`src/rtl/uart_rx_param.sv`:
```
// uart_rx_param: parametrised UART receiver, 3-sample majority per bit, parity and framing checks.
// Define UART_RX_BREAK_DET_EN to add break_flag for all-zero frames.
module uart_rx_param #(
  parameter int CLK_PER_BIT = 56,
  parameter int DATA_W      = 8,
  parameter int PARITY_MODE = 0,
  parameter int STOP_BITS   = 1
) (
  input  logic              sclk,
  input  logic              s_rst_n,
  input  logic              rs232_rx,
  output logic [DATA_W-1:0] rx_data,
  output logic              po_flag,
  output logic              parity_err,
  output logic              frame_err,
`ifdef UART_RX_BREAK_DET_EN
  output logic              break_flag,
`endif
  output logic              busy
);
  localparam int MID = CLK_PER_BIT / 2;
  localparam int CW  = $clog2(CLK_PER_BIT);
  localparam logic [CW-1:0] S0 = CW'(MID - 1), S1 = CW'(MID), S2 = CW'(MID + 1), LAST = CW'(CLK_PER_BIT - 1);
  localparam logic [3:0] DLAST = 4'(DATA_W - 1), SLAST = 4'(STOP_BITS - 1);

  if (CLK_PER_BIT < 8 || DATA_W < 5 || DATA_W > 9 || PARITY_MODE < 0 || PARITY_MODE > 2 ||
      STOP_BITS < 1 || STOP_BITS > 2) begin : g_bad_param
    $fatal(1, "uart_rx_param: unsupported parameter values");
  end

  typedef enum logic [2:0] {IDLE, START, DATA, PARITY, STOP} state_t;

  state_t            state_q, state_d;
  logic              sync1_q, sync2_q, prev_q;
  logic [CW-1:0]     cnt_q, cnt_d;
  logic [3:0]        bit_q, bit_d;
  logic [DATA_W-1:0] shift_q, shift_d;
  logic              s0_q, s1_q, maj, res, wrap, fall;
  logic              perr_q, perr_d, ferr_q, ferr_d, po_d;

  assign fall = prev_q & ~sync2_q;
  assign wrap = cnt_q == LAST;
  assign res  = cnt_q == S2;
  assign maj  = (s0_q & s1_q) | (s0_q & sync2_q) | (s1_q & sync2_q);
  assign busy = state_q != IDLE;

  always_comb begin
    state_d = state_q;
    cnt_d   = (state_q == IDLE || wrap) ? '0 : cnt_q + 1'b1;
    bit_d   = bit_q;
    shift_d = shift_q;
    perr_d  = perr_q;
    ferr_d  = ferr_q;
    po_d    = 1'b0;
    case (state_q)
      IDLE: if (fall) begin
        state_d = START;
        bit_d   = '0;
        perr_d  = 1'b0;
        ferr_d  = 1'b0;
      end
      START: state_d = (res && maj) ? IDLE : wrap ? DATA : START;
      DATA: begin
        if (res) shift_d = {maj, shift_q[DATA_W-1:1]};
        if (wrap) begin
          bit_d = bit_q == DLAST ? '0 : bit_q + 1'b1;
          if (bit_q == DLAST) state_d = PARITY_MODE != 0 ? PARITY : STOP;
        end
      end
      PARITY: begin
        if (res) perr_d = ^shift_q ^ maj ^ (PARITY_MODE == 1);
        if (wrap) state_d = STOP;
      end
      STOP: begin
        if (res) ferr_d = ferr_q | ~maj;
        // leave at mid of the final stop bit so a back-to-back start edge is never missed
        if (res && bit_q == SLAST) begin
          po_d    = 1'b1;
          state_d = IDLE;
        end
        if (wrap) bit_d = bit_q + 1'b1;
      end
      default: state_d = IDLE;
    endcase
    if (state_d == IDLE) cnt_d = '0;
  end

  always_ff @(posedge sclk or negedge s_rst_n)
    if (!s_rst_n) begin
      {sync1_q, sync2_q, prev_q} <= 3'b111;
      {s0_q, s1_q}               <= 2'b00;
      state_q    <= IDLE;
      cnt_q      <= '0;
      bit_q      <= '0;
      shift_q    <= '0;
      perr_q     <= 1'b0;
      ferr_q     <= 1'b0;
      rx_data    <= '0;
      po_flag    <= 1'b0;
      parity_err <= 1'b0;
      frame_err  <= 1'b0;
    end else begin
      sync1_q <= rs232_rx;
      sync2_q <= sync1_q;
      prev_q  <= sync2_q;
      s0_q    <= cnt_q == S0 ? sync2_q : s0_q;
      s1_q    <= cnt_q == S1 ? sync2_q : s1_q;
      state_q <= state_d;
      cnt_q   <= cnt_d;
      bit_q   <= bit_d;
      shift_q <= shift_d;
      perr_q  <= perr_d;
      ferr_q  <= ferr_d;
      po_flag <= po_d;
      if (po_d) begin
        rx_data    <= shift_q;
        parity_err <= perr_q;
        frame_err  <= ferr_d;
      end
    end

`ifdef UART_RX_BREAK_DET_EN
  logic zero_q;

  always_ff @(posedge sclk or negedge s_rst_n)
    if (!s_rst_n) begin
      zero_q     <= 1'b0;
      break_flag <= 1'b0;
    end else begin
      if (state_q == IDLE && fall) zero_q <= 1'b1;
      else if (res && state_q != START && state_q != IDLE) zero_q <= zero_q & ~maj;
      if (po_d) break_flag <= zero_q & ~maj;
    end
`endif
endmodule

```
`config.mk`:
```
export PLATFORM = sky130hd
export DESIGN_NAME = uart_rx_param
export DESIGN_NICKNAME = d
export VERILOG_FILES = /design/src/rtl/uart_rx_param.sv
export SDC_FILE = /design/constraint.sdc
export NUM_CORES = 1
export LEC_CHECK = 0
export CAP_MARGIN = 15
export CORE_UTILIZATION = 51
export DETAILED_ROUTE_END_ITERATION = 10
export HOLD_SLACK_MARGIN = 0.12
export PLACE_DENSITY = 0.76
export SYNTH_ARGS = -nofsm -noshare
export SYNTH_HDL_FRONTEND = slang
export SYNTH_SLANG_ARGS = --single-unit
```
`constraint.sdc`:
```
create_clock -name sclk -period 3.1 [get_ports sclk]
set_input_delay 0.62 -clock sclk [delete_from_list [all_inputs] [get_ports sclk]]
set_output_delay 0.62 -clock sclk [all_outputs]
set_load 0.05 [all_outputs]
```
==> flow_summary_export.csv <==
group,metric,value,unit
run_status,status,"finished, violations left",
run_status,violations,"DRC",
logic_synthesis,synth_cell_types,44,
detailed_routing,wl,3610,um
min_path,hp-start,"sync1_q",
grt,grt_pass1_wl,6000,um
logic_synthesis,synth-seq-cells,39,
grt,antenna_found_initial,0,
logic_synthesis,syn_area,1950,um2
placement,placement.cell_area,2110,um2
clock_tree,hold_buffers,0,
detailed_routing,route.detailed.drc,1,
clock_tree,clk_latency,0.29,ns
worst_setup_path,cp_slowest_stage_delay,0.71,ns
sta,slew_viol_final,0,
logic_synthesis,synth_simple_gate_area_share,13.6,%
worst_setup_path,critical_path_required,2.48,ns
grt,first_global_vias,1287,
logic_synthesis,synth_compound_area_share,10.9,%
logic_synthesis,synth_nets,168,
worst_setup_path,rrSetupSlack,1.19,ns
cells_and_area,layout_common_cells,"dfrtp_1, mux2_2, clkdlybuf4s50_1",
worst_setup_path,cp-end-kind,"output pin",
sta,rsz0062_at_grt,"false",
worst_setup_path,r2r-start,"cnt_q[0]",
cells_and_area,fin_nets,184,
floorplan,std_cell_rows,22,
pwr,finalPower,1.14,mW
clock_tree,cts_tree,"done",
detailed_routing,dr_total_vias,1304,
floorplan,start_util,53.4,%
clock_tree,clock-sinks,39,
cells_and_area,syn_to_final_growth,13.4,%
sta,finalSetupTns,0,ns
sta,slew_headroom,42.5,%
cells_and_area,stdcell_area,2220,um2
clock_tree,h-tree-depth,2,
pwr,power.leakage,0.994,nW
logic_synthesis,netlist_instances,160,
clock_tree,cts_setup_buffers,0,
floorplan,num_io_pins,15,
clock_tree,clk_pin_slew,0.07,ns
sta,skew,0.00391,ns
worst_setup_path,cp_max_fo,10,
clock_tree,cts_buffers,5,
logic_synthesis,synthXorXnorAreaFrac,5.63,%
clock_tree,ctsResizeCount,0,
detailed_routing,ant_nets,0,
grt,grt_max_degree,40,
worst_setup_path,critPathArrivalTime,1.99,ns
worst_setup_path,crit_start,"state_q[0]",
cells_and_area,antennaDiodeCount,0,
sta,fin_crit_sh,84.2,%
logic_synthesis,synth_top_family_by_area,"simple AND/OR/NAND/NOR gates",
worst_setup_path,worstSetupEndpoint,"busy",
sta,period_needed,2.61,ns
cells_and_area,final_common_cell,"dfrtp_1",
detailed_routing,first_pass_iters,7,
sta,setup_viol,0,
worst_setup_path,cp_slowest_cell,"clkdlybuf4s50_1",
logic_synthesis,avgSynthCellArea,12.2,um2
clock_tree,cts.path.max_buffers,2,
sta,max_freq,383,MHz
floorplan,die_x,63.9,um
sta,worst_slew_pin_slew,0.863,ns
worst_setup_path,start_kind,"flop",
detailed_routing,routedWlPerCell,16.0,um
sta,hold_viol_final,0,
pwr,ir_worst_vdd,0.298,mV
floorplan,dieArea,4080,um2
clock_tree,cts-root-buf,"clkbuf_8",
floorplan,core_area,3660,um2
min_path,hold_class,"flop to flop",
flow_run,maxCapViolations,0,
detailed_routing,post_drt_via_cell_ratio,5.80,
worst_setup_path,regToRegEndpoint,"cnt_q[0]",
floorplan,die_height,63.9,um
logic_synthesis,synth_mux_area_share,11.5,%
placement,finalWeightedCongestion,0.949,
worst_setup_path,crit_type,"flop to output pin",
logic_synthesis,yosysWarnings,0,
placement,io_buffers,14,
placement,hpwl,2560,um
logic_synthesis,synth_adder_area_share,3.78,%
worst_setup_path,reg2regPathDepth,5,
worst_setup_path,path_cells,"nor3_1 > inv_1 > clkdlybuf4s50_1",
grt,grt_usage,19.6,%
pwr,p_per_area,512,nW/um2
grt,overflow,0,
cells_and_area,drive_gt1_share,18.6,%
logic_synthesis,yosysSeqAreaShare,50.1,%
detailed_routing,drt-initial-drc-count,68,
## worst max-delay path: cells and delay by family, from the launching register on
family	cells	cell delay (ns)
buf+inv	2	0.81
flops	1	0.49
simple gates	1	0.39
## registers in the layout, indices dropped and copies added, names as in the netlist
name / count
rx_data: 8
shift_q: 8
cnt_q: 6
bit_q: 4
state_q: 3
ferr_q: 1
frame_err: 1
parity_err: 1
perr_q: 1
po_flag: 1
prev_q: 1
s0_q: 1
s1_q: 1
sync1_q: 1
sync2_q: 1
## how the worst min path moves through the flow
stage,to,slack [ns],cells after the start
after CTS,sync2_q,0.36,0
after global placement,sync2_q,0.35,0
after detailed placement,sync2_q,0.35,0
final,sync2_q,0.36,0
after floorplan,bit_q[0],0.32,0
after global routing,sync2_q,0.37,0
## per-layer routing
metal	share of wire, %	vias to the layer above	global-route usage, %
met4	1.8	0	7.95
li1	-	612	-
met3	5.1	11	6.96
met1	44	645	23.2
met5	0	-	0
met2	49	36	32.3
## cell families after synthesis
group / count (synthesis)
simple gates: 40
flops: 39
fa+ha+maj: 6
mux: 20
compound gates: 28
buf+inv: 16
xor+xnor: 11
## synth_stat cells (all sizes together)
cell type,instances,share of area [%]
mux2,20,12
and2,1,0.32
dfrtp,36,46
o41a,1,1.1
or4b,1,0.51
inv,11,2.1
and3,1,0.32
nand3b,3,1.2
o211ai,2,0.77
a2bb2oi,1,0.45
nand3,8,2.0
nor3b,1,0.64
and4b,2,1.2
nand2,5,0.96
dfstp,3,4.0
a211oi,6,2.3
nand4,2,0.64
o21ai,5,1.3
or3,1,0.32
xnor2,7,3.1
nor2b,2,0.64
o31a,1,0.45
xnor3,1,1.2
ha,5,3.2
a31oi,1,0.32
a21oi,3,0.77
a221oi,1,0.45
and3b,2,0.96
xor2,3,1.3
o31ai,1,0.38
nand2b,2,0.64
maj3,1,0.58
buf,5,2.2
nor3,2,0.51
nand4b,2,1.7
nor2,5,1.1
o2111ai,4,1.8
o2bb2ai,2,0.90
## report_power, final
group | total (mW) | internal (mW) | switching, mW
sequential | 0.581 | 0.538 | 0.0435
clock | 0.419 | 0.240 | 0.179
combinational | 0.135 | 0.0541 | 0.0814
## final cells by class
cell class / count / area, um2
tap: 48 / 60.1
inverter: 11 / 41.3
sequential: 39 / 980
clock buffer: 6 / 72.6
clock inverter: 2 / 37.5
timing repair buffer: 14 / 135
fill: 286 / 1450
multi-input combinational: 105 / 890
## metrics by stage
| stage | utilization (%) | hold WS, ns | setup WS [ns] | std cells |
|---|---|---|---|---|
| 3_3_place_gp | 57.5 | 0.346 | 0.869 | 217 |
| 3_5_place_dp | 57.5 | 0.348 | 0.817 | 217 |
| 6_report | 60.5 | 0.357 | 0.489 | 225 |
| 5_1_grt | 60.5 | 0.365 | 0.405 | 225 |
| 4_1_cts | 60.5 | 0.359 | 0.483 | 225 |
| 2_1_floorplan | - | 0.324 | 1.44 | 160 |
(Power assumes the default switching activity.)
